--- src/rtl/mem_pkg.sv ---
// Shared opcode constants, state encoding and opcode decode for the memory-stage access unit.
package mem_pkg;

  localparam logic [4:0] OP_NOP = 5'b00000;
  localparam logic [4:0] OP_LDR = 5'b01000;
  localparam logic [4:0] OP_STR = 5'b01001;

  typedef enum logic {
    IDLE,
    WAIT
  } state_t;

  function automatic logic is_mem_op(input logic [4:0] opcode);
    return (opcode == OP_LDR) || (opcode == OP_STR);
  endfunction

endpackage

--- src/rtl/mem_access_unit.sv ---
// Memory-stage access unit: issues LDR/STR on a req/ack port, stalls upstream while a
// transaction is outstanding, and emits one registered result per instruction to MEM/WB.
module mem_access_unit
  import mem_pkg::*;
#(
  parameter int ADDR_W  = 10,
  parameter int TIMEOUT = 16
) (
  input  logic              clk,
  input  logic              rst_n,
  input  logic [4:0]        OpCode,
  input  logic [6:0]        CurrentAddress,
  input  logic [31:0]       ResultAlu,
  input  logic [31:0]       StoreData,
  output logic              Stall,
  output logic              MemReq,
  output logic              MemWe,
  output logic [ADDR_W-1:0] MemAddr,
  output logic [31:0]       MemWData,
  input  logic [31:0]       MemRData,
  input  logic              MemAck,
  output logic [4:0]        OpCodeOut,
  output logic [6:0]        CurrentAddressOut,
  output logic [31:0]       ResultOut,
  output logic              ValidOut,
  output logic              MemError
);

  localparam int CNT_W = $clog2(TIMEOUT + 1);
  localparam logic [CNT_W-1:0] CNT_LAST = CNT_W'(TIMEOUT - 1);
  localparam logic [CNT_W-1:0] CNT_MAX  = CNT_W'(TIMEOUT);

  state_t           state;
  logic [CNT_W-1:0] cnt;
  logic             mem_op;
  logic             cnt_last;

  assign mem_op   = is_mem_op(OpCode);
  assign cnt_last = (cnt == CNT_LAST);

  // Upstream holds while a memory op waits to issue or waits for ack; the ack or
  // timeout cycle releases it so the next instruction arrives as this one retires.
  always_comb begin
    Stall = 1'b0;
    case (state)
      IDLE:    Stall = mem_op;
      WAIT:    Stall = !MemAck && !cnt_last;
      default: Stall = 1'b0;
    endcase
  end

  always_ff @(posedge clk or negedge rst_n) begin
    if (!rst_n) begin
      state             <= IDLE;
      cnt               <= '0;
      MemReq            <= 1'b0;
      MemWe             <= 1'b0;
      MemAddr           <= '0;
      MemWData          <= '0;
      OpCodeOut         <= OP_NOP;
      CurrentAddressOut <= '0;
      ResultOut         <= '0;
      ValidOut          <= 1'b0;
      MemError          <= 1'b0;
    end else begin
      case (state)
        IDLE: begin
          if (mem_op) begin
            state     <= WAIT;
            cnt       <= '0;
            MemReq    <= 1'b1;
            MemWe     <= (OpCode == OP_STR);
            MemAddr   <= ResultAlu[ADDR_W-1:0];
            MemWData  <= StoreData;
            OpCodeOut <= OP_NOP;
            ValidOut  <= 1'b0;
          end else begin
            OpCodeOut         <= OpCode;
            CurrentAddressOut <= CurrentAddress;
            ResultOut         <= ResultAlu;
            ValidOut          <= (OpCode != OP_NOP);
          end
        end
        WAIT: begin
          // Inputs are frozen by Stall, so the retiring instruction is read straight from them.
          if (MemAck) begin
            state             <= IDLE;
            MemReq            <= 1'b0;
            OpCodeOut         <= OpCode;
            CurrentAddressOut <= CurrentAddress;
            ResultOut         <= (OpCode == OP_LDR) ? MemRData : ResultAlu;
            ValidOut          <= 1'b1;
          end else if (cnt_last) begin
            state             <= IDLE;
            MemReq            <= 1'b0;
            MemError          <= 1'b1;
            OpCodeOut         <= OpCode;
            CurrentAddressOut <= CurrentAddress;
            ResultOut         <= '0;
            ValidOut          <= 1'b1;
          end else begin
            cnt       <= (cnt == CNT_MAX) ? cnt : cnt + CNT_W'(1);
            OpCodeOut <= OP_NOP;
            ValidOut  <= 1'b0;
          end
        end
        default: state <= IDLE;
      endcase
    end
  end

endmodule

--- config.mk ---
export PLATFORM = sky130hd
export DESIGN_NAME = mem_access_unit
export DESIGN_NICKNAME = d
export VERILOG_FILES = /design/src/rtl/mem_pkg.sv /design/src/rtl/mem_access_unit.sv
export SDC_FILE = /design/constraint.sdc
export NUM_CORES = 1
export LEC_CHECK = 0
export CAP_MARGIN = 20
export CORE_UTILIZATION = 41
export DETAILED_ROUTE_END_ITERATION = 7
export PLACE_DENSITY = 0.87
export SLEW_MARGIN = 10
export SYNTH_ARGS = -nofsm -noshare
export SYNTH_HDL_FRONTEND = slang
export SYNTH_SLANG_ARGS = --single-unit
--- constraint.sdc ---
create_clock -name clk -period 2.7 [get_ports clk]
set_input_delay 0.81 -clock clk [delete_from_list [all_inputs] [get_ports clk]]
set_output_delay 0.81 -clock clk [all_outputs]
set_load 0.02 [all_outputs]
# Word level (Yosys, flattened, before mapping)
# Cells that the tools add are included.
# word_totals
register_bits	96
in_bits	111
elab_cells	65
output_inout_bits	91
# op_classes
n_reduce_logical	10
eq_ne	10
n_addsub	1
n_mux	31
n_bitwise	2
# ops
op	n
32-bit two-way mux	4
32-bit one-hot mux with 2 select lines	1
5-bit two-way mux	7
7-bit two-way mux	3
5-bit one-hot mux with 2 select lines	2
5-bit by 4-bit equality test with 1-bit output (second input constant)	3
7-bit one-hot mux with 2 select lines	1
2-bit inequality test (second input constant)	5
1-bit two-way mux	9
1-bit one-hot mux with 2 select lines	4
2-bit AND reduction	3
5-bit by 1-bit adder with 5-bit output (second input constant)	1
5-bit equality test (second input constant)	1
5-bit nonzero test	1
4-bit AND reduction	1
3-bit by 2-bit inequality test with 1-bit output (second input constant)	1
3-bit AND reduction	1
1-bit logical NOT	2
1-bit inverter	2
1-bit logical AND	1
1-bit logical OR	1

# Logic depth before layout (Yosys ltp)
# Gate-level depths: netlist of the first run.
# logic_depth
word_depth	5
depth_mapped	9
ltp_nobuf	7

# Least setup slack after synthesis of the first run
# No wires, ideal clock.
# synth_path
path_kind	in2out
start	input OpCode[2]
end	output Stall
cell_stages	4
required_ns	1.890
path_buffers	1
slack_ns	0.288
t_arrival_ns	1.602
path_cell_list	nor3_2 nand3b_2 buf_2 o21ai_0
# synth_between
elab_chain_len	3
word_cells_on_any_way	4
cone_classes	eq/ne (2); mux (1); reduce/logical (1)
# synth_lines
element	line_no	rtl
start, declared	mem_access_unit.sv:11	input logic [4:0] OpCode,
5-bit by 4-bit equality test with 1-bit output	mem_pkg.sv:14	return (opcode == OP_LDR) || (opcode == OP_STR);
1-bit logical OR *	mem_pkg.sv:14	
1-bit one-hot mux with 2 select lines *	mem_access_unit.sv:45	case (state)
end, declared	mem_access_unit.sv:15	output logic Stall,
# Every way passes the cells marked *; elsewhere a longest branch is shown, timed or not.

# Final worst setup path of the first run
# layout_path
start	input OpCode[4]
end	output Stall
# Same word-level chain as after synthesis.

==> results of run 1 <==
[metrics by stage]
stage | util, % | area, um^2 | setup slack [ns] | cells
finish | 67.37 | 6585 | 0.08138 | 625
global route | 67.37 | 6585 | 0.01875 | 625
CTS | 67.33 | 6581 | 0.004752 | 625
detailed placement | 65.34 | 6386 | -0.4401 | 609
global placement | 65.34 | 6386 | -0.4018 | 609
floorplan | - | 4139 | 0.2883 | 271
[critical path: stages]
cell and delay, ns:
clkdlybuf4s50_1 0.46, nor3_2 0.19, nand3b_2 0.11, o21ai_2 0.08, buf_4 0.16
[state kept, by name, summed over array words and instances (netlist names)]
signal	cells
MemError	1
state	1
MemAddr	10
ValidOut	1
MemReq	1
cnt	5
MemWe	1
CurrentAddressOut	7
OpCodeOut	5
ResultOut	32
MemWData	32
[layout by cell type (no fill, tap or decap), types with 4 or more instances in the layout]
cell and instances:
clkbuf_8 10, buf_4 19, clkdlybuf4s50_1 199, ha_1 4, inv_1 6, o2bb2ai_1 13
mux2_1 12, dfrtp_1 96, mux2i_1 32, o2bb2ai_2 20, mux2_2 38
[repair_timing]
item | in CTS | in global routing
cloned | 0 | 0
resized for setup | 7 | 1
pin swaps | 1 | 1
endpoints found under the setup margin | 1 | 1
buffers inserted | 0 | 0
[worst max path at each step]
stage / startpoint / end / depth (start not counted)
final: OpCode[4] / Stall / 5
after global routing: OpCode[4] / Stall / 5
after CTS: OpCode[4] / Stall / 5
after detailed placement: OpCode[4] / Stall / 5
after global placement: OpCode[2] / Stall / 5
after floorplan: OpCode[2] / Stall / 4
[per-layer routing]
layer	part of all wire (%)	track usage (%)	vias to the layer above
li1	-	-	1423
met4	1.9	7.802	0
met2	51	34.36	119
met3	7.0	3.899	18
met5	0	0	-
met1	40	24.17	1501
[layout make-up]
| cell class | instances | area share (%) |
|---|---|---|
| clock inverter | 5 | 0.8550 |
| multi-input combinational | 153 | 24.32 |
| tap | 133 | 2.527 |
| inverter | 6 | 0.3420 |
| clock buffer | 11 | 2.147 |
| timing repair buffer | 221 | 33.33 |
| sequential | 96 | 36.48 |
[power by group]
part / internal (mW) / leakage (nW) / switching (mW) / total (mW)
registers: 1.65 / 1.15 / 0.121 / 1.77
logic: 0.671 / 1.40 / 0.532 / 1.20
clock network: 0.453 / 0.0993 / 0.479 / 0.931
[logic make-up (layout without fill, tap and decap cells)]
kind of cell               after synthesis  after routing  synth area share (%)
and+or+nand+nor                         24             24                 3.990
DFF                                     96             96                 58.04
AOI/OAI and AO/OA                       43             43                 11.91
muxes                                   82             82                 21.34
buffers and inverters                   22            243                 3.507
adders and majority gates                4              4                 1.209
==> impl_metrics.yaml, run 1 <==
drt:
  vias: 3061
  via_per_inst: 4.898
  drt_first_pass_iters: 4
  wl_per_cell_um: 16.56
  drcViolationCount: 0
  finalWirelength_mm: 10.35
  drtAntennaViolNets: 0
  drt_iter0_markers: 49
global_routing:
  gr-total-overflow: 0
  antenna_found_initial: 0
  track_usage_pct: 19.79
  grt_max_degree: 54
  grt_pass1_wl_mm: 15.66
  first_global_vias: 3142
floorplanning:
  initial_core_util_pct: 42.35
  die_h_um: 102.5
  rows: 36
  dieArea_um2: 10500
  core_um2: 9774
  die_w_um: 102.5
  io_pins: 202
clock_tree:
  cts_root_buffer: "clkbuf_8"
  cts_tree: "done"
  insertion_delay_ns: 0.35
  htreeDepth: 3
  cts_hold_buf: 0
  cts_sinks: 96
  clockBufferDepth: 2
  cts_made_buffers: 9
  clkTransAtPathRegs_ns: 0.09
cells_and_area:
  nets: 602
  n_fill_cell: 751
  area_growth_syn_to_layout_pct: 59.10
  multi_input_area_um2: 1602
  drive_gt1_share_pct: 20.93
  regArea_um2: 2402
  antennaDiodeCount: 0
synthesis:
  yosysSeqAreaShare_pct: 58.04
  avgSynthCellArea_um2: 15.27
  yosysTopAreaCellShare_pct: 58.04
  netlist_area_um2: 4139
  synth_common_cells: "96 x dfrtp_1, 38 x mux2_2, 32 x mux2i_1"
  synth.largest_area_cell: "dfrtp_1"
  synthDistinctLibCells: 37
  synth_nets: 386
  synth_edf_count: 0
  yosys_warnings: 0
  synth_most_common_cell: "dfrtp_1"
  syn_inst: 271
  synthFlopType: "dfrtp_1"
  synthArstFlopShare_pct: 100.0
  ys_top_cells_by_area: "dfrtp_1 58%, mux2_2 10%, mux2i_1 7.7%"
  ys_ff_latch: 96
sta:
  post-route-min-period_ns: 2.619
  finalSetupViolCount: 0
  hold_viol: 0
  hold_ws_ns: 0.3968
  drv_slew: 0
  rsz0062_at_grt: "false"
  fmax_ghz: 0.3819
  slew_headroom_pct: 57.23
  final.setup_skew_ns: 0.008571
  tightest_slew_ns: 0.6416
  fin_setup_tns_ns: 0
  fin_crit_sh_pct: 96.99
power:
  power.total_mw: 3.904
  vdd_drop_max_v: 0.0003370
  p_leak_nw: 2.654
  p_per_area_nw_per_um2: 592.9
min_path:
  min_path_type: "input port to asynchronous set/reset pin"
setup_path:
  crit_required_ns: 1.89
  r2r-start: "cnt[1]"
  critical_path_class: "input port to output pin"
  crit_arrival_ns: 1.81
  rrSetupSlack_ns: 0.66
  reg2regPathDepth: 7
  r2r_end: "cnt[3]"
  critPathMaxFanout: 3
  endpoint_kind: "output pin"
  start_kind: "input port"
place:
  hpwl_mm: 7.926
  globalplace.congestion: 0.7765
  io_buffers: 201
run:
  drv_cap: 0
status:
  outcome: "complete, no violations"
Power figures use the tool's default switching activity.
==> inputs of run 2 (changes only) <==
--- a/config.mk
+++ b/config.mk
@@ -9,6 +9,7 @@
 export CORE_UTILIZATION = 41
 export DETAILED_ROUTE_END_ITERATION = 7
 export PLACE_DENSITY = 0.87
+export SETUP_SLACK_MARGIN = 0.5
 export SLEW_MARGIN = 10
 export SYNTH_ARGS = -nofsm -noshare
 export SYNTH_HDL_FRONTEND = slang
==> run 2 against run 1 <==
Compared with the run above: sequential power is essentially flat; combinational power is essentially flat; first-iteration DRC count grew 33%; global-route usage grew 1.7 points; critical path depth is the same; non-clock buffer count grew 11; final area grew 5.6%; clock skew grew 0.0031 ns; worst hold slack lost 0.15 ns; via count grew 2.7%; final cell count grew 1.8%; critical path type is now flip-flop to output pin; critical endpoint unchanged.
==> impl_metrics.yaml, run 2 (synthesis gave the netlist of run 1 again) <==
global_routing:
  first_global_vias: 3283
  antenna_found_initial: 0
  grt_max_degree: 55
  gr-total-overflow: 0
  track_usage_pct: 21.45
  grt_pass1_wl_mm: 16.78
sta:
  fin_ws_ns: 0.2911
  fmax_ghz: 0.4151
  post-route-min-period_ns: 2.409
  slew_headroom_pct: 67.72
  rsz0062_at_grt: "true"
  tightest_slew_ns: 0.4842
  final.setup_skew_ns: 0.01168
  fin_crit_sh_pct: 89.22
  drv_slew: 0
  finalSetupViolCount: 0
  hold_viol: 0
drt:
  via_per_inst: 4.942
  drt_iter0_markers: 65
  vias: 3143
  drtAntennaViolNets: 0
  finalWirelength_mm: 11.52
  drt_first_pass_iters: 4
  wl_per_cell_um: 18.11
  drcViolationCount: 0
clock_tree:
  cts_hold_buf: 0
  cts_sinks: 96
  cts_root_buffer: "clkbuf_8"
  clkTransAtPathRegs_ns: 0.10
  insertion_delay_ns: 0.36
  cts_made_buffers: 9
  htreeDepth: 3
  cts_tree: "done"
  clockBufferDepth: 2
place:
  io_buffers: 201
  dp.cells: 609
  globalplace.congestion: 0.7904
  hpwl_mm: 8.347
  pre_cts_slack_ns: -0.4376
setup_path:
  endpoint_kind: "output pin"
  reg2regPathDepth: 8
  crit_arrival_ns: 1.60
  start_kind: "flip-flop"
  r2r-start: "cnt[0]"
  crit_required_ns: 1.89
  critical_path_class: "flip-flop to output pin"
  r2r_end: "cnt[3]"
  rrSetupSlack_ns: 0.58
  critPathMaxFanout: 2
cells_and_area:
  layout_common_cells: "155 x clkdlybuf4s50_1, 96 x dfrtp_1, 38 x mux2_2, 36 x dlymetal6s2s_1, 30 x mux2i_1"
  nets: 613
  drive_gt1_share_pct: 24.45
  antennaDiodeCount: 0
  final_common_cell: "clkdlybuf4s50_1"
  final_cells: 636
  n_fill_cell: 677
  top_regs: "MemWData: 32 flops, ResultOut: 32 flops, MemAddr: 10 flops"
  area_growth_syn_to_layout_pct: 67.96
status:
  outcome: "complete, no violations"
floorplanning:
  die_h_um: 102.5
  initial_core_util_pct: 42.35
  rows: 36
  dieArea_um2: 10500
  die_w_um: 102.5
  io_pins: 202
  core_um2: 9774
run:
  drv_cap: 0
power:
  vdd_drop_max_v: 0.0003044
  p_per_area_nw_per_um2: 588.3
  power.total_mw: 4.090
  p_leak_nw: 3.147
min_path:
  min_path_type: "input port to asynchronous set/reset pin"
[run 2: critical path, stage by stage (launching register included)]
cell and delay, ns:
dfrtp_1 0.40, ha_2 0.20, and3_4 0.19, ha_4 0.16, o21ai_4 0.14, buf_6 0.14
[run 2: worst max-delay path by stage]
stage,start,to,slack (ns),cells after the start
2_1_floorplan,OpCode[2],Stall,0.52,4
3_3_place_gp,OpCode[2],Stall,-0.39,5
3_5_place_dp,OpCode[4],Stall,-0.44,5
4_1_cts,cnt[1],Stall,0.31,5
5_1_grt,cnt[0],Stall,0.24,5
6_report,cnt[0],Stall,0.29,5
[run 2: layer usage]
metal  track usage (%)  vias up  part of all wire (%)
met3             5.814       14                   7.6
met5                 0        -                     0
li1                  -     1445                     -
met2             37.85      125                    51
met4             7.473        0                   1.6
met1             25.04     1559                    40
[run 2: final cells by class]
cell class                      count  area, um^2  area share, %
Clock inverter                      4       75.07          1.080
Tap cell                          133       166.4          2.394
Multi-Input combinational cell    153        1683          24.21
Clock buffer                       12       165.2          2.376
Inverter                            6       22.52         0.3240
Timing Repair Buffer              232        2437          35.06
Sequential cell                    96        2402          34.56
[run 2: power breakdown]
group / internal (mW) / total (mW) / switching (mW) / leakage [nW]
logic: 0.670 / 1.22 / 0.548 / 1.88
registers: 1.65 / 1.77 / 0.120 / 1.15
clock network: 0.598 / 1.10 / 0.504 / 0.115
total: 2.92 / 4.09 / 1.17 / 3.15
[run 2: what timing repair did]
item / in CTS / in global routing
pin swaps: 6 / 4
resized for setup: 23 / 45
gates cloned: 0 / 2
endpoints found under the setup margin: 88 / 59
buffers inserted: 6 / 3
[run 2: through the flow]
step           util, %  hold WS, ns  TNS, ns  cell area [um^2]
2_1_floorplan        -       0.4778        0              4172
5_1_grt          71.12       0.2184        0              6952
6_report         71.12       0.2472        0              6952
3_3_place_gp     65.86       0.4642   -3.557              6437
4_1_cts          69.05       0.2299        0              6749
3_5_place_dp     65.86       0.4741   -5.766              6437
==> inputs of run 3 (changes only) <==
--- a/config.mk
+++ b/config.mk
@@ -8,7 +8,7 @@
 export CAP_MARGIN = 20
 export CORE_UTILIZATION = 41
 export DETAILED_ROUTE_END_ITERATION = 7
-export PLACE_DENSITY = 0.87
+export PLACE_DENSITY_LB_ADDON = 0.12
 export SETUP_SLACK_MARGIN = 0.5
 export SLEW_MARGIN = 10
 export SYNTH_ARGS = -nofsm -noshare
==> run 3 against run 2 <==
Compared with the run above: sequential power about the same; clock power decreased by 9%; worst hold slack improved by 0.11 ns; combinational power about the same; critical path type is now input port to output pin; critical endpoint unchanged; highest routed layer unchanged.
==> impl_metrics.yaml, run 3 (synthesis gave the netlist of run 1 again) <==
status:
  outcome: "complete, no violations"
cells_and_area:
  final_common_cell: "clkdlybuf4s50_1"
  top_regs: "MemWData: 32 flops, ResultOut: 32 flops, MemAddr: 10 flops"
  finalInstanceArea_um2: 6785
  drive_gt1_share_pct: 23.65
  nets: 609
  layout_common_cells: "173 x clkdlybuf4s50_1, 96 x dfrtp_1, 38 x mux2_2, 32 x mux2i_1, 24 x buf_4"
  area_growth_syn_to_layout_pct: 63.94
  antennaDiodeCount: 0
drt:
  drt_first_pass_iters: 5
  finalWirelength_mm: 10.75
  drtAntennaViolNets: 0
  via_per_inst: 4.853
  wl_per_cell_um: 17.01
  drcViolationCount: 0
  drt_iter0_markers: 55
  vias: 3067
setup_path:
  endpoint_kind: "output pin"
  critical_path_class: "input port to output pin"
  crit_arrival_ns: 1.56
  start_kind: "input port"
  reg2regPathDepth: 8
  path_cells: "clkdlybuf4s15_2, nor3_4, nand3b_4, o21ai_4, buf_6"
  r2r-start: "cnt[0]"
  cp_slowest_stage_delay_ns: 0.21
  critPathMaxFanout: 2
  rrSetupSlack_ns: 0.58
  r2r_end: "cnt[3]"
  crit_path_top_delay_cell: "clkdlybuf4s15_2"
  crit_required_ns: 1.89
floorplanning:
  core_um2: 9774
  io_pins: 202
  die_h_um: 102.5
  dieArea_um2: 10500
  die_w_um: 102.5
  rows: 36
  initial_core_util_pct: 42.35
global_routing:
  top_usage_layer: "met2"
  met2_usage_pct: 35.90
  grt_util_met1_pct: 25.45
  first_global_vias: 3216
  grtUsageMet3_pct: 5.198
  gr-total-overflow: 0
  grt_pass1_wl_mm: 16.24
  track_usage_pct: 20.68
  grt_max_degree: 54
  antenna_found_initial: 0
sta:
  hold_viol: 0
  fin_setup_tns_ns: 0
  fin_ws_ns: 0.3346
  tightest_slew_ns: 0.4745
  post-route-min-period_ns: 2.365
  fmax_ghz: 0.4228
  fin_crit_sh_pct: 87.61
  rsz0062_at_grt: "true"
  finalSetupViolCount: 0
  drv_slew: 0
  final.setup_skew_ns: 0.01543
  slew_headroom_pct: 68.37
place:
  placed_area_um2: 6425
  pre_cts_slack_ns: -0.4283
  hpwl_mm: 7.927
  globalplace.congestion: 0.8016
  io_buffers: 201
run:
  drv_cap: 0
clock_tree:
  clockBufferDepth: 2
  clkTransAtPathRegs_ns: 0.10
  insertion_delay_ns: 0.35
  cts_hold_buf: 0
  cts_root_buffer: "clkbuf_8"
  cts_made_buffers: 9
  htreeDepth: 3
  cts_sinks: 96
  cts_tree: "done"
power:
  power.total_mw: 3.973
  power_frac_comb_pct: 30.4
  p_leak_nw: 2.934
  vdd_drop_max_v: 0.0003538
  pwr-share-clk_pct: 25.3
  p_switching_mw: 1.152
  p_per_area_nw_per_um2: 585.5
  internal_power_mw: 2.821
  switching_share_pct: 29.00
  seqPwrFrac_pct: 44.4
min_path:
  min_path_type: "input port to asynchronous set/reset pin"
## run 3: power groups by stage
stage                     clock [mW]  sequential, mW  combinational (mW)
final                           1.00            1.76                1.21
after CTS                       1.03            1.76                1.22
after floorplan                    0            2.04               0.250
after global routing            1.09            1.79                1.28
after detailed placement           0            1.79                1.22
after global placement             0            1.78                1.20
## run 3: per-layer routing
layer | up-vias | wire, um
met1 | 1509 | 4386
met5 | - | 0
met2 | 105 | 5448
met4 | 0 | 144
li1 | 1442 | -
met3 | 11 | 771
## run 3: area by class of cell
cell class                      instances  area, um^2
Multi-Input combinational cell        153        1677
Sequential cell                        96        2402
Clock inverter                          4       51.30
Timing Repair Buffer                  228        2301
Fill cell                             743        2989
Clock buffer                           12       165.2
Inverter                                6       22.52
Tap cell                              133       166.4
## run 3: critical path, delay by kind of cell
family | cells | cell delay, ns
simple gates | 2 | 0.33
compound gates | 1 | 0.08
buf+inv | 2 | 0.34
## run 3: what timing repair did
action | CTS | global route
buffers inserted | 2 | 3
gates resized for setup | 22 | 26
setup endpoints to repair | 85 | 55
pin swaps | 4 | 4
## run 3: worst max-delay path by stage
stage / startpoint / end / slack (ns) / cells after the start
2_1_floorplan: OpCode[2] / Stall / 0.52 / 4
3_3_place_gp: OpCode[2] / Stall / -0.40 / 5
3_5_place_dp: OpCode[2] / Stall / -0.43 / 5
4_1_cts: cnt[1] / Stall / 0.33 / 5
5_1_grt: cnt[1] / Stall / 0.27 / 5
6_report: OpCode[4] / Stall / 0.33 / 5
## run 3: per-stage QoR
step                util (%)  hold WS (ns)  cells
finish                 69.42        0.3572    632
floorplan                  -        0.4778    271
global route           69.42        0.3710    632
CTS                    68.33        0.3599    629
detailed placement     65.73        0.4727    611
global placement       65.73        0.4671    611
